File: src/rtl/clap_mem_pkg.sv
// Shared types and constants for the D-cache request controller.
package clap_mem_pkg;

  localparam int unsigned EXP_W  = 7;
  localparam int unsigned CODE_W = 5;
  localparam int unsigned ADDR_W = 32;
  localparam int unsigned DATA_W = 32;
  localparam int unsigned STRB_W = 4;

  localparam logic [DATA_W-1:0] SC_SUCCESS = DATA_W'(1);
  localparam logic [DATA_W-1:0] SC_FAILURE = DATA_W'(0);

  typedef enum logic [2:0] {
    S_IDLE    = 3'd0,
    S_REQ     = 3'd1,
    S_WAIT    = 3'd2,
    S_SC_FAIL = 3'd3,
    S_DRAIN   = 3'd4
  } state_t;

  // Request fields latched when a requester is granted.
  typedef struct packed {
    logic              cacop;
    logic [CODE_W-1:0] code;
    logic              op;
    logic              atom;
    logic [ADDR_W-1:0] addr;
    logic [DATA_W-1:0] wdata;
    logic [STRB_W-1:0] wstrb;
  } req_t;

endpackage

File: src/rtl/clap_llbit.sv
// LL/SC reservation bit: LL sets it, SC consumes it, an explicit clear
// overrides a concurrent set.
module clap_llbit (
  input  logic clk,
  input  logic rst,
  input  logic set,
  input  logic sc_consume,
  input  logic clr,
  output logic llbit
);

  always_ff @(posedge clk) begin
    if (rst) begin
      llbit <= 1'b0;
    end else if (clr || sc_consume) begin
      llbit <= 1'b0;
    end else if (set) begin
      llbit <= 1'b1;
    end
  end

endmodule

File: src/rtl/dcache_req_ctrl.sv
// Arbitrates the single D-cache port between the LSU and CACOP, holds the
// request until accepted, and returns completion, data and exceptions.
module dcache_req_ctrl
  import clap_mem_pkg::*;
(
  input  logic              clk,
  input  logic              rst,
  input  logic              lsu_req,
  input  logic              lsu_op,
  input  logic [ADDR_W-1:0] lsu_addr,
  input  logic [DATA_W-1:0] lsu_wdata,
  input  logic [STRB_W-1:0] lsu_wstrb,
  input  logic              lsu_atom,
  output logic              lsu_ready,
  output logic              lsu_done,
  output logic [DATA_W-1:0] lsu_rdata,
  output logic [EXP_W-1:0]  lsu_exp,
  input  logic              cacop_req,
  input  logic [ADDR_W-1:0] cacop_addr,
  input  logic [CODE_W-1:0] cacop_code,
  output logic              cacop_ready,
  output logic              cacop_done,
  input  logic              flush,
  input  logic              llbit_clr,
  output logic              llbit,
  output logic              c_valid,
  output logic              c_op,
  output logic [ADDR_W-1:0] c_addr,
  output logic [DATA_W-1:0] c_wdata,
  output logic [STRB_W-1:0] c_wstrb,
  output logic              c_atom,
  output logic              c_cacop,
  output logic [CODE_W-1:0] c_cacop_code,
  input  logic              c_accept,
  input  logic              c_data_valid,
  input  logic [DATA_W-1:0] c_rdata,
  input  logic [EXP_W-1:0]  c_exception,
  output logic              stall
);

  state_t state, state_nx;
  req_t   req_q, req_nx;
  logic   has_exc;
  logic   fin;
  logic   llbit_set;
  logic   llbit_sc;

  always_ff @(posedge clk) begin
    if (rst) begin
      state <= S_IDLE;
      req_q <= '0;
    end else begin
      state <= state_nx;
      req_q <= req_nx;
    end
  end

  // Cache port presents the latched request only while waiting for acceptance.
  assign c_valid      = (state == S_REQ);
  assign c_op         = req_q.op;
  assign c_addr       = req_q.addr;
  assign c_wdata      = req_q.wdata;
  assign c_wstrb      = req_q.wstrb;
  assign c_atom       = req_q.atom;
  assign c_cacop      = req_q.cacop;
  assign c_cacop_code = req_q.code;

  assign has_exc = |c_exception;

  always_comb begin
    state_nx    = state;
    req_nx      = req_q;
    lsu_ready   = 1'b0;
    cacop_ready = 1'b0;
    lsu_done    = 1'b0;
    cacop_done  = 1'b0;
    lsu_rdata   = '0;
    lsu_exp     = '0;
    llbit_set   = 1'b0;
    llbit_sc    = 1'b0;
    fin         = 1'b0;

    case (state)
      S_IDLE: begin
        if (!rst && !flush) begin
          if (cacop_req) begin
            cacop_ready = 1'b1;
            req_nx      = '{cacop: 1'b1, code: cacop_code, op: 1'b0, atom: 1'b0,
                            addr: cacop_addr, wdata: '0, wstrb: '0};
            state_nx    = S_REQ;
          end else if (lsu_req) begin
            lsu_ready = 1'b1;
            req_nx    = '{cacop: 1'b0, code: '0, op: lsu_op, atom: lsu_atom,
                          addr: lsu_addr, wdata: lsu_wdata, wstrb: lsu_wstrb};
            // An SC without a reservation fails locally without a cache access.
            state_nx  = (lsu_atom && lsu_op && !llbit) ? S_SC_FAIL : S_REQ;
          end
        end
      end
      S_REQ: begin
        if (flush) begin
          state_nx = S_IDLE;
        end else if (has_exc) begin
          fin      = 1'b1;
          state_nx = S_IDLE;
        end else if (c_accept) begin
          state_nx = S_WAIT;
        end
      end
      S_WAIT: begin
        if (c_data_valid || has_exc) begin
          fin      = !flush;
          state_nx = S_IDLE;
        end else if (flush) begin
          state_nx = S_DRAIN;
        end
      end
      S_DRAIN: begin
        if (c_data_valid || has_exc) begin
          state_nx = S_IDLE;
        end
      end
      S_SC_FAIL: begin
        lsu_done  = !flush;
        lsu_rdata = SC_FAILURE;
        state_nx  = S_IDLE;
      end
      default: state_nx = S_IDLE;
    endcase

    // Completion reporting and reservation update for the finished request.
    if (fin) begin
      if (req_q.cacop) begin
        cacop_done = 1'b1;
      end else begin
        lsu_done = 1'b1;
        lsu_exp  = c_exception;
        if (!has_exc) begin
          if (req_q.atom && req_q.op) begin
            lsu_rdata = SC_SUCCESS;
            llbit_sc  = 1'b1;
          end else begin
            lsu_rdata = c_data_valid ? c_rdata : '0;
            llbit_set = req_q.atom;
          end
        end
      end
    end
  end

  assign stall = ((state != S_IDLE) | lsu_req) & ~lsu_done & ~cacop_done;

  clap_llbit u_llbit (
    .clk        (clk),
    .rst        (rst),
    .set        (llbit_set),
    .sc_consume (llbit_sc),
    .clr        (llbit_clr),
    .llbit      (llbit)
  );

endmodule

File: config.mk
export PLATFORM = sky130hd
export DESIGN_NAME = dcache_req_ctrl
export DESIGN_NICKNAME = d
export VERILOG_FILES = /design/src/rtl/clap_mem_pkg.sv /design/src/rtl/clap_llbit.sv /design/src/rtl/dcache_req_ctrl.sv
export SDC_FILE = /design/constraint.sdc
export NUM_CORES = 1
export LEC_CHECK = 0
export CELL_PAD_IN_SITES_DETAIL_PLACEMENT = 1
export CELL_PAD_IN_SITES_GLOBAL_PLACEMENT = 1
export CORE_MARGIN = 5
export CORE_UTILIZATION = 25
export CTS_CLUSTER_DIAMETER = 30
export DETAILED_ROUTE_END_ITERATION = 8
export HOLD_SLACK_MARGIN = 0.03
export PLACE_DENSITY_LB_ADDON = 0.1
export SLEW_MARGIN = 20
export SYNTH_ARGS = -nofsm -noshare
export SYNTH_HDL_FRONTEND = slang
export SYNTH_SLANG_ARGS = --single-unit
File: constraint.sdc
create_clock -name clk -period 6.1 [get_ports clk]
set_input_delay 0.915 -clock clk [delete_from_list [all_inputs] [get_ports clk]]
set_output_delay 0.915 -clock clk [all_outputs]
set_load 0.05 [all_outputs]
# After elaboration in Yosys (flattened, before gate mapping)
# Cells that the tools add are included.
[word_totals] ff_bits=80 out_inout_bits=122 elab_cells=83
[op_classes] n_eq_ne=9 mux=44 bitwise=5 n_reduce_logical=16
[ops] cell="32-bit 2-to-1 mux" count=5
[ops] cell="76-bit 2-to-1 mux" count=2
[ops] cell="3-bit 2-to-1 mux" count=9
[ops] cell="1-bit 2-to-1 mux" count=23
[ops] cell="7-bit 2-to-1 mux" count=2
[ops] cell="3-bit one-hot mux with 4 select lines" count=1
[ops] cell="7-bit OR reduction" count=1
[ops] cell="3-bit by 2-bit equality test with 1-bit output, second input constant" count=2
[ops] cell="3-bit inequality test, second input constant" count=2
[ops] cell="5-bit AND reduction" count=1
[ops] cell="1-bit logical AND" count=4
[ops] cell="2-bit inequality test, second input constant" count=2
[ops] cell="4-bit by 2-bit inequality test with 1-bit output, second input constant" count=1
[ops] cell="3-bit by 1-bit equality test with 1-bit output, second input constant" count=1
[ops] cell="3-bit equality test, second input constant" count=1
[ops] cell="1-bit logical NOT" count=3
[ops] cell="3-bit logical NOT" count=1
[ops] cell="3-bit AND reduction" count=1
[ops] cell="3-bit nonzero test" count=1
[ops] cell="1-bit bitwise AND" count=2
[ops] cell="1-bit logical OR" count=2
[ops] cell="2-bit 2-to-1 mux" count=1
[ops] cell="1-bit inverter" count=2
[ops] cell="1-bit one-hot mux with 2 select lines" count=1
[ops] cell="3 further kinds" count=3

# Logic depth before layout (Yosys ltp)
# Gate-level depths: netlist of run 1.
[depth] word_depth=8 ltp_mapped=8

# Modules after synthesis
# Synthesis of run 1 repeated with hierarchy kept, for this count alone.
[hier_totals] hier_cells=434 area_unflattened_um2=3766.1
[by_module_without_submodules] module="dcache_req_ctrl" n_inst=1 cells_per_inst=431 area_each_um2=3729.8 seq_area_each_um2=1581.5
[by_module_without_submodules] module="clap_llbit" n_inst=1 cells_per_inst=3 area_each_um2=36.3 seq_area_each_um2=20.0

# Least setup slack after synthesis of run 1
# No wires, ideal clock.
[synth_timing] kind="input port to output port" from="input c_exception[2]" to="output stall" arrival_time_ns=3.011 t_required_ns=5.185 setup_slack_ns=2.174 stages=5 n_path_buf=0 cell_sequence="or4_4 or4_4 a31oi_1 o21ai_1 a21oi_1"
[synth_between] elab_chain_cells=8 elab_cells_between_ends=12 cone_classes="mux: 6; bitwise: 4; reduce/logical: 2"
[synth_rtl] element="start: declaration" line="dcache_req_ctrl.sv:37" rtl="input logic [EXP_W-1:0] c_exception,"
[synth_rtl] element="7-bit OR reduction (*)" line="dcache_req_ctrl.sv:68" rtl="assign has_exc = |c_exception;"
[synth_rtl] element="1-bit 2-to-1 mux or 1-bit logical OR (tied branches)" line="dcache_req_ctrl.sv:103, dcache_req_ctrl.sv:111"
[synth_rtl] element="1-bit 2-to-1 mux (on tied branches)" line="dcache_req_ctrl.sv:101, dcache_req_ctrl.sv:111"
[synth_rtl] element="1-bit one-hot mux with 2 select lines (*)" line="dcache_req_ctrl.sv:83" rtl="case (state)"
[synth_rtl] element="1-bit 2-to-1 mux" line="dcache_req_ctrl.sv:132" rtl="if (fin) begin"
[synth_rtl] element="1-bit inverter" line="dcache_req_ctrl.sv:151" rtl="assign stall = ((state != S_IDLE) | lsu_req) & ~lsu_done & ~cacop_done;"
[synth_rtl] element="1-bit bitwise AND" line="dcache_req_ctrl.sv:151"
[synth_rtl] element="1-bit bitwise AND (*)" line="dcache_req_ctrl.sv:151"
[synth_rtl] element="end: declaration" line="dcache_req_ctrl.sv:38" rtl="output logic stall"
# Mark *: on every way between the ends. The rest lies on a longest branch, timed or not.

# Worst setup path in the final report of run 1
# Same ends and word-level chain as after synthesis.

==> flow_summary.toml, run 1 <==
[run_status]
status = "finished clean"

[power_and_ir_drop]
switching_share = 0.363
p_int_mw = 1.27
power_density_nw_per_um2 = 288
p_leak_nw = 2.46
max-vdd-ir-drop_mv = 0.109
combPwrFrac = 0.381
p_switching_uw = 725
clkPwrFrac = 0.306
p_seq_frac = 0.313

[critical_path]
required_ps = 5180
r2r-start = "state[0]"
startpoint = "c_exception[2]"
worstRegToRegCells = 6
critPathArrivalTime_ps = 3720
worstPathMaxFanout = 3
timing.critical_path.to = "stall"
worstSetupPathType = "in2out"
critPathLaunchType = "input port"
r2r-end = "c_addr[6]"
worstSetupEndpointType = "output pin"
rrSetupSlack_ps = 3540

[detailed_routing]
firstDrtPassIters = 6
drt_iter0_drc = 133
vias = 4152
ant_nets = 0
wl_mm = 15.8
vias_per_cell = 4.75
wire_per_inst_um = 18.1
drc = 0

[layout]
layout.nets = 841
fill_cells = 1689
diodes = 0
syn_to_final_growth_pct = 85.7
drive_above_1_share = 0.0434
final_util = 0.475
final_area_um2 = 6930
final_cells = 875

[clock_network]
post_cts_resized = 0
cts_buffer_depth = 2
cts_buffers = 9
clk_pin_slew_ps = 60
root_buffer = "clkbuf_16"
postCtsHoldBufs = 0
cts_max_level = 3
clock_latency_ps = 330
cts.sinks = 80
post_cts_buffers = 0
cts_tree = "done"

[timing]
whs_ps = 451
setup_tns_ps = 0
fin_skew_ps = 5.17
fin_crit_sh = 0.760
max_slew_margin = 0.325
setup_viol = 0
max_freq_mhz = 216
tightest_slew_ps = 1010
period_minus_slack_ps = 4630
rsz0062_at_grt = "no"
hold_viol = 0
slew_violations = 0

[yosys]
avgSynthCellArea_um2 = 8.54
yosys_warnings = 0
synth_nets = 591
yosysUniqueCellTypes = 38
yosysSeqAreaShare = 0.429
syn_inst = 437
synth-seq-cells = 80
syn_area_um2 = 3730

[flow_run]
drv_cap = 0

[place]
dp_cells = 860
dp_hpwl_mm = 12.2
port_buffers = 275
place_congestion = 0.776
placed_area_um2 = 6590

[floorplanning]
design.portCount = 276
die_area_um2 = 17500
start_util = 0.256
die_x_um = 132
rows = 44
die_h_um = 132
core_um2 = 14600

[global_route]
grt_pass1_vias = 4414
grt_max_degree = 81
overflow = 0
track_usage = 0.177
grt_pass1_wl_mm = 25.0
antenna_found_initial = 0

[worst_hold_path]
hold_path_class = "reg2reg"
whs_path_depth = 2
-- cell usage after synthesis (all sizes together) --
cell type / number / area [µm²]
a211oi: 33 / 253
nor4bb: 1 / 10.0
clkbuf: 31 / 118
nand2: 47 / 176
nand4: 1 / 6.26
a31oi: 2 / 12.5
or2: 1 / 6.26
nand3b: 37 / 278
and3: 1 / 6.26
a21oi: 40 / 200
nor4b: 2 / 17.5
dfxtp: 80 / 1600
and2: 38 / 238
nor3b: 2 / 15.0
nor2b: 1 / 6.26
o21ai: 3 / 15.0
nor4: 3 / 25.0
nor2: 48 / 183
o32ai: 1 / 8.76
a31o: 1 / 8.76
nand2b: 5 / 31.3
buf: 9 / 43.8
or4: 2 / 22.5
mux2i: 33 / 330
o221a: 1 / 11.3
nor3: 4 / 31.3
o31ai: 1 / 7.51
a22oi: 5 / 37.5
xor2: 1 / 8.76
inv: 1 / 3.75
nand4b: 2 / 17.5
-- state kept, by name (all words and copies together) (netlist names) --
name / count
c_addr: 32
c_wdata: 32
c_cacop_code: 5
c_wstrb: 4
state: 3
c_atom: 1
c_cacop: 1
c_op: 1
u_llbit.llbit: 1
-- cell families (layout without fill, tap and decap cells) --
kind of cell / Yosys count / in the layout / share of synthesized area
AOI/OAI and AO/OA: 87 / 87 / 0.149
xor gates and xnor gates: 1 / 1 / 0.00235
buffers and inverters: 41 / 295 / 0.0443
DFF: 80 / 80 / 0.429
muxes: 33 / 33 / 0.0886
and+or+nand+nor: 195 / 195 / 0.287
-- power groups by stage --
stage	logic (mW)	registers (mW)	clock network (mW)
6_report	0.761	0.624	0.611
4_1_cts	0.774	0.624	0.632
3_5_place_dp	0.771	0.635	0
3_3_place_gp	0.761	0.631	0
5_1_grt	0.812	0.633	0.657
2_1_floorplan	0.306	0.789	0
-- per-layer routing --
layer,global-route usage,part of all wire,vias up
met5,0,0,-
met4,0.0623,0.025,0
met3,0.0748,0.10,25
met2,0.310,0.50,194
met1,0.191,0.38,1913
li1,-,-,2020
-- cells in the final DEF, fill, tap and decap left out, drive strengths merged, types with 2 or more instances in the layout --
cell type,n
dfxtp,80
nand4b,2
nor4b,2
clkinv,3
nand2,47
nor4,3
buf,6
nand2b,5
nor3b,2
a21oi,40
bufinv,3
o21ai,3
nand3b,37
nor3,4
a22oi,5
and2,38
clkbuf,9
or4,2
mux2i,33
nor2,48
a211oi,33
a31oi,2
clkdlybuf4s50,273
-- through the flow --
step / setup WS (ps) / power [mW]
after floorplan: 2170 / 1.09
after global placement: 1500 / 1.39
after detailed placement: 1470 / 1.41
after CTS: 1460 / 2.03
after global routing: 1290 / 2.10
final: 1470 / 2.00
-- worst min path at each step --
stage / from / end
2_1_floorplan: state[2] / state[2]
3_3_place_gp: c_wdata[2] / c_wdata[2]
3_5_place_dp: c_wdata[10] / c_wdata[10]
4_1_cts: c_wdata[10] / c_wdata[10]
5_1_grt: c_wdata[24] / c_wdata[24]
6_report: c_wdata[3] / c_wdata[3]
-- critical path: stages --
cell and delay, ps:
clkdlybuf4s50_1 410, or4_4 560, or4_4 470, a31oi_1 280, o21ai_1 110, a21oi_1 150
clkdlybuf4s50_1 820
-- final cells by class --
type / count / area [µm²] / share of cell area
multi-input combinational: 316 / 1970 / 0.285
tap: 184 / 230 / 0.0332
inverter: 1 / 3.75 / 0.000542
sequential: 80 / 1600 / 0.231
timing repair buffer: 279 / 2790 / 0.402
clock buffer: 9 / 225 / 0.0325
clock inverter: 6 / 109 / 0.0157
Note: power is estimated with default switching activity, not from simulation.
==> inputs of run 2 (changes only) <==
--- a/config.mk
+++ b/config.mk
@@ -8,7 +8,7 @@
 export CELL_PAD_IN_SITES_DETAIL_PLACEMENT = 1
 export CELL_PAD_IN_SITES_GLOBAL_PLACEMENT = 1
 export CORE_MARGIN = 5
-export CORE_UTILIZATION = 25
+export CORE_UTILIZATION = 21
 export CTS_CLUSTER_DIAMETER = 30
 export DETAILED_ROUTE_END_ITERATION = 8
 export HOLD_SLACK_MARGIN = 0.03
==> constraint.sdc (replaced) <==
create_clock -name clk -period 4.2 [get_ports clk]
set_input_delay 0.63 -clock clk [delete_from_list [all_inputs] [get_ports clk]]
set_output_delay 0.63 -clock clk [all_outputs]
set_load 0.05 [all_outputs]
==> run 2 against run 1 <==
Flip-flop and latch count is the same. Combinational power is 45% higher. Register-to-register slack worse by 1500 ps. Largest cell class unchanged. Largest power group unchanged.
==> flow_summary.toml, run 2 (synthesized netlist as in run 1, its figures left out) <==
[clock_network]
postCtsHoldBufs = 0
post_cts_resized = 0
cts.sinks = 80
cts_buffers = 9
cts_max_level = 3
clk_pin_slew_ps = 60
cts_buffer_depth = 2
root_buffer = "clkbuf_16"
clock_latency_ps = 340
post_cts_buffers = 0
cts_tree = "done"

[timing]
hold_viol = 0
finalWorstSetupSlack_ps = 365
max_slew_margin = 0.382
fin_crit_sh = 0.913
rsz0062_at_grt = "no"
setup_tns_ps = 0
tightest_slew_ps = 927
period_minus_slack_ps = 3830
slew_violations = 0
fin_skew_ps = 6.73
setup_viol = 0
max_freq_mhz = 261

[floorplanning]
design.portCount = 276
die_x_um = 143
rows = 48
start_util = 0.215
die_area_um2 = 20500
core_um2 = 17400
die_h_um = 143

[layout]
layout.nets = 842
final_common_cell = "clkdlybuf4s50_1"
drive_above_1_share = 0.0909
final_cell_mix = "241 x clkdlybuf4s50_1, 80 x dfxtp_1, 47 x nand2_1, 46 x nor2_1, 40 x a21oi_1"
syn_to_final_growth_pct = 93.6
diodes = 0

[critical_path]
worstSetupPathType = "in2out"
required_ps = 3570
critPathArrivalTime_ps = 3200
worstSetupEndpointType = "output pin"
worstPathMaxFanout = 3
critPathLaunchType = "input port"

[global_route]
grt_max_degree = 81
grt_pass1_wl_mm = 24.5
grt_pass1_vias = 4451
track_usage = 0.152
antenna_found_initial = 0
overflow = 0

[power_and_ir_drop]
p_seq_frac = 0.330
power_density_nw_per_um2 = 379
p_leak_nw = 2.58
p_int_mw = 1.67
combPwrFrac = 0.401
p_switching_mw = 1.07
max-vdd-ir-drop_mv = 0.183
power_mw = 2.74
switching_share = 0.391
clkPwrFrac = 0.269

[detailed_routing]
vias = 4158
vias_per_cell = 4.53
ant_nets = 0
wl_mm = 16.1
wire_per_inst_um = 17.6
firstDrtPassIters = 4
drt_iter0_drc = 114
drc = 0

[worst_hold_path]
hold_path_class = "reg2reg"

[place]
port_buffers = 275
place_congestion = 0.839
dp_hpwl_mm = 12.4
dp_slack_ps = 359

[run_status]
status = "finished clean"

[flow_run]
drv_cap = 0
[run 2: metal layers]
metal	track usage	vias up	wire (µm)
li1	-	2020	-
met1	0.167	1940	6320
met2	0.274	177	8040
met3	0.0476	21	1410
met4	0.0595	0	380
met5	0	-	0
[run 2: power groups by stage]
stage | Combinational (mW) | Sequential [mW] | Clock (mW)
2_1_floorplan | 0.444 | 1.15 | 0
3_3_place_gp | 1.11 | 0.917 | 0
6_report | 1.10 | 0.905 | 0.736
3_5_place_dp | 1.12 | 0.921 | 0
5_1_grt | 1.18 | 0.917 | 0.799
4_1_cts | 1.12 | 0.906 | 0.767
[run 2: final cells by class]
type / instances / area [µm²]
clock inverters: 6 / 46.3
well taps: 225 / 282
repair buffers: 280 / 3090
fillers: 1923 / 10100
clock buffers: 10 / 229
inverters: 1 / 3.75
flip-flops and latches: 80 / 1600
multi-input cells: 316 / 1970
[run 2: final timing paths]
kind / startpoint / to / slack, ps / depth (start not counted)
worst min-delay path: c_wdata[5] / c_wdata[5] / 450 / 2
worst max register to register: state[0] / c_cacop_code[0] / 2010 / 5
worst min register to register: c_wdata[5] / c_wdata[5] / 450 / 2
worst max-delay path: c_exception[2] / lsu_done / 370 / 6
[run 2: stage by stage]
| stage | util | cells | hold WS (ps) | area (µm²) |
|---|---|---|---|---|
| 6_report | 0.416 | 918 | 451 | 7220 |
| 5_1_grt | 0.416 | 918 | 479 | 7220 |
| 4_1_cts | 0.416 | 918 | 455 | 7220 |
| 3_5_place_dp | 0.400 | 902 | 447 | 6950 |
| 3_3_place_gp | 0.400 | 902 | 439 | 6950 |
| 2_1_floorplan | - | 437 | 593 | 3730 |
[run 2: worst max-delay path, cell delays in order]
cell,delay (ps)
clkdlybuf4s50_1,430
or4_4,570
or4_4,470
a31oi_1,260
o32ai_1,120
clkdlybuf4s50_1,720
==> edit 1: new RTL, settings of run 2 <==
Re-encode `state_t` (5 states) as one-hot, 5 bits wide.
--- a/src/rtl/clap_mem_pkg.sv
+++ b/src/rtl/clap_mem_pkg.sv
@@ -10,12 +10,12 @@
   localparam logic [DATA_W-1:0] SC_SUCCESS = DATA_W'(1);
   localparam logic [DATA_W-1:0] SC_FAILURE = DATA_W'(0);
 
-  typedef enum logic [2:0] {
-    S_IDLE    = 3'd0,
-    S_REQ     = 3'd1,
-    S_WAIT    = 3'd2,
-    S_SC_FAIL = 3'd3,
-    S_DRAIN   = 3'd4
+  typedef enum logic [4:0] {
+    S_IDLE    = 5'b00001,
+    S_REQ     = 5'b00010,
+    S_WAIT    = 5'b00100,
+    S_SC_FAIL = 5'b01000,
+    S_DRAIN   = 5'b10000
   } state_t;
 
   // Request fields latched when a requester is granted.
Check against the original RTL: same outputs for any inputs over 4 cycles, from zero or initial values and one cycle with rst high; so few cycles prove little.
==> edit 1 against run 2 <==
Sequential cell count rose by 2. Final area down 2.1%. Setup slack better by 0.061 ns. Wire length increased by 2.1%. Clock skew is essentially flat. Synthesized area increased by 5.6%. Register-to-register slack improved by 0.13 ns. Utilization fell by 3.6 points. Die area up 5.2%. Critical endpoint is now cacop_done. Largest cell class unchanged.
Power is not compared: it rests on default switching activity, and its combinational part moved more than twofold at a synthesized area within 25%.
==> edit 1: results (changes against run 2) <==
* Multi-input gate area at 2070 um2 (+4.8%)
* Clock Power Share at 0.373
* GR Util met1 at 0.179 (+0.0125)
* Final non-clock buffer share at 0.386 (-0.0417)
* Detailed Place HPWL at 12.2 mm (-1.6%)
* Layout cells sized above 1 at 0.0943 (+0.00343)
* Met2 Usage GRT at 0.248 (-0.0260)
* H-tree depth at 3 (unchanged)
* Vias per cell at 4.55 (+0.50%)
* Total Routing Usage GR at 0.150 (-0.00209)
* End of the worst register-to-register path: c_cacop_code[4]$_SDFFE_PP0P_
* Data arrival, critical path at 3.14 ns (-0.06 ns)
* Layout Nets at 892 (+5.9%)
* Register bit total from synthesis at 82 (+2.5%)
* Post-synthesis compound-gate area fraction at 0.153 (+0.00455)
* Worst hold start: c_wdata[31]$_SDFFE_PP0P_
* Net count after synthesis at 640 (+8.3%)
* Inverters at 10 (+9)
* Status: finished, final reports clean
* Worst slew pin tran at 0.878 ns (-0.0497 ns)
* Reg2reg path depth at 5 (unchanged)
* Clk_skew at 0.00673 ns (+0.00000733 ns)
* Comb_multi_in at 350 (+11%)
* Met3 Wirelength at 1.64 mm (+16%)
* Syn avg cell area at 8.10 um2 (-5.1%)
* Final Non-Filler Cells at 976 (+6.3%)
* Initial DRC Count at 83 (-27%)
* Dpl cells at 961 (+6.5%)
* Slowest CP cell: clkdlybuf4s50_1
* Setup slack, reg-to-reg at 2.14 ns (+0.13 ns)
* Top Layer Used: met5
* Area contributors post-synth: dfxtp_1 (42%), mux2i_1 (8.4%), nand3b_1 (7.4%)
* Xor/xnor share of the synthesized area at 0 (-0.00235)
* Seq/Total Area, Yosys at 0.417 (-0.0125)
* Clock network power at 0.000815 W
* FILL cells at 2153 (+12%)
* Mux share of post-synthesis cell area at 0.0839 (-0.00467)
* Fraction of area in clock buffers and inverters at 0.0428 (+0.00472)
* Antenna violations before repair at 2 (+2)
* Maximum vdd drop at 182 uV
* Buffers, non-clock at 285 (+1.8%)
* Met1 WL at 6.96 mm (+10%)
* R2R Path Start: state[4]$_SDFFE_PP0P_
* Post-synth top cells: dfxtp_1 (82), nand2_1 (76), nor2_1 (46), a21oi_1 (42), nand3b_1 (39)
* Vias in the first global route at 4865 (+9.3%)
* Placer congestion estimate at 0.712 (-15%)
* Crit path largest cell delay at 0.70 ns (-0.02 ns)
* Global-route wire length before repair at 26.4 mm (+7.7%)
* Seq area share at 0.232 (+0.0105)
* Metal2 WL at 7.67 mm (-4.7%)
* Detailed-route wire length per cell at 16.9 um (-4.0%)
* GR Util met3 at 0.0694 (+0.0218)
edit 1: cell count changes after synthesis, moves of 4 or more:
cell	run 2	this run
and2_1	38	1
nor3_1	3	37
nand2_1	47	76
inv_1	1	10
a22o_1	0	5
buf_4	0	5
a22oi_1	5	1
nand2b_1	5	1
nor2b_1	1	5
or3_1	0	4
edit 1: worst max path at each step:
stage	start	endpoint	slack, ns	depth (start not counted)
after floorplan	c_exception[3]	lsu_rdata[10]	0.95	4
after global placement	c_exception[3]	cacop_done	0.43	6
after detailed placement	c_exception[3]	cacop_done	0.41	6
after CTS	c_exception[3]	cacop_done	0.39	6
after global routing	c_exception[3]	cacop_done	0.25	6
final	c_exception[3]	cacop_done	0.43	6
edit 1: stage by stage:
stage	hold WS (ns)	utilization	worst slack, ns	instance area (um2)
floorplan	0.501	-	0.952	3940
global placement	0.437	0.364	0.428	6770
detailed placement	0.447	0.364	0.407	6770
CTS	0.456	0.380	0.390	7070
global route	0.469	0.380	0.249	7070
finish	0.455	0.380	0.427	7070
==> edit 2: new RTL, flow settings as in run 2 <==
Without the edit above. Change the package constant `EXP_W` from 7 to 14.
--- a/src/rtl/clap_mem_pkg.sv
+++ b/src/rtl/clap_mem_pkg.sv
@@ -1,7 +1,7 @@
 // Shared types and constants for the D-cache request controller.
 package clap_mem_pkg;
 
-  localparam int unsigned EXP_W  = 7;
+  localparam int unsigned EXP_W  = 14;
   localparam int unsigned CODE_W = 5;
   localparam int unsigned ADDR_W = 32;
   localparam int unsigned DATA_W = 32;
Ports: changed (resized c_exception and lsu_exp); port bits go from 276 to 290. No check against the original RTL was run, so the function may have changed too.
==> edit 2 against run 2 <==
Power increased by 2.9%. Sequential cell count is the same. Wire length rose by 4.0%. Final area increased by 2.6%. Sequential share of layout area down 0.56 points. Setup slack worse by 0.066 ns. Synthesized area is 1.3% higher. Synthesized cell count up 1.8%. Largest power group unchanged.
==> edit 2: results (changes against run 2) <==
* FMAX at 0.256 GHz (-1.7%)
* Hold WC Path Type: register to register
* Initial DRC Count at 88 (-23%)
* Seq/Total Area, Yosys at 0.424 (-0.00569)
* Maximum vdd drop at 174 uV (-4.5%)
* Net count after synthesis at 606 (+2.5%)
* Dpl ws at 0.295 ns (-0.0634 ns)
* Critical path peak fanout at 31 (+28)
* Area contributors post-synth: dfxtp_1 (42%), mux2i_1 (8.7%), and2_1 (7.6%)
* Clock transition at the registers of the reported paths at 0.06 ns (about the same)
* Pre-antenna DRT Iters at 4 (unchanged)
* Post-synth top cells: dfxtp_1 (80), and2_1 (46), nand2_1 (43), nor2_1 (42), a21oi_1 (41)
* FFs w/ async S/R, synth at 0 (unchanged)
* Yosys warnings at 0 (unchanged)
* Status: finished, final reports clean
* Global-route wire length before repair at 24.8 mm (+1.4%)
* Largest net degree at the start of global routing at 79 (-2.5%)
* Met3 Wirelength at 1.70 mm (+21%)
* Top Layer Used: met4
* CTS buffer count at 9 (unchanged)
* Top-area cell type share of the netlist area at 0.424 (-0.00569)
* Clk buf depth at 2 (unchanged)
* WL final at 16.8 mm (+4.0%)
* Layout cells sized above 1 at 0.113 (+0.0222)
* Root buf cell: clkbuf_16
* Data arrival, critical path at 3.27 ns (+0.07 ns)
* Antenna violations before repair at 1 (+1)
* Clk_lat worst skew at 0.34 ns (about the same)
* Placer congestion estimate at 0.861 (+2.6%)
* Post-CTS resize count at 0 (unchanged)
* Metal2 WL at 8.29 mm (+3.1%)
* Setup slack, reg-to-reg at 1.99 ns (-0.02 ns)
* Clk_skew at 0.00749 ns (+0.000761 ns)
* Detailed Place HPWL at 13.2 mm (+6.5%)
* Vias in the first global route at 4473 (+0.49%)
* Met1 WL at 6.42 mm (+1.7%)
* Port Buffer Count at 289 (+5.1%)
* Total Routing Usage GR at 0.154 (+0.00167)
* Layout Nets at 872 (+3.6%)
* Synth Flop Type: dfxtp_1
* H-tree depth at 3 (unchanged)
* Max_slew headroom at 0.405 (+0.0228)
* Vias per cell at 4.47 (-1.3%)
* Static Leak at 2.72 nW (+5.5%)
* Dpl cell area at 7110 um2 (+2.3%)
* Number of distinct library cells after synthesis at 32 (-16%)
* Post-CTS setup buffer count at 0 (unchanged)
==> edit 2: path summary, 6_finish.rpt <==
kind | cells past startpoint | start | end
min | 2 | c_wdata[8]$_SDFFE_PP0P_ | c_wdata[8]$_SDFFE_PP0P_
max reg2reg | 6 | state[2]$_SDFFE_PP0P_ | c_wdata[25]$_SDFFE_PP0P_
min reg2reg | 2 | c_wdata[8]$_SDFFE_PP0P_ | c_wdata[8]$_SDFFE_PP0P_
max | 7 | c_exception[4] | lsu_rdata[15]
==> edit 2: layer usage <==
layer	vias to the layer above	global-route usage
met5	-	0
met4	0	0.0623
met3	20	0.0529
met2	188	0.273
met1	1946	0.168
li1	2077	-
==> edit 2: critical path, stage by stage <==
cell and delay (ns):
clkdlybuf4s50_1 0.42, or4_1 0.56, or4_4 0.57, and4bb_1 0.34
and3_4 0.37, and2_1 0.23, buf_12 0.15
==> edit 2: cell type report <==
type,instances,area (um2)
antenna,1,2.50
clock buffer,10,229
clock inverter,6,66.3
fill,1988,10400
inverter,3,11.3
multi-input combinational,321,2000
sequential,80,1600
tap,229,287
timing repair buffer,296,3210
==> edit 2: stage by stage <==
| stage | instances | hold WS (ns) | total power (W) |
|---|---|---|---|
| floorplan | 445 | 0.596 | 0.00160 |
| global placement | 929 | 0.438 | 0.00204 |
| detailed placement | 929 | 0.448 | 0.00206 |
| CTS | 945 | 0.453 | 0.00288 |
| global route | 946 | 0.469 | 0.00297 |
| finish | 946 | 0.449 | 0.00282 |
==> edit 2: logic make-up after synthesis <==
group | share of synthesized area
flip-flops | 0.424
AND/OR/NAND/NOR | 0.290
buffers and inverters | 0.0497
XOR/XNOR | 0.00232
AO/OA/AOI/OAI | 0.147
multiplexers | 0.0874
==> edit 2: where the power goes <==
part           leakage (nW)  switching [W]  internal, W
clock network         0.147       0.000328     0.000464
registers             0.651      0.0000691     0.000842
logic                  1.92       0.000680     0.000437
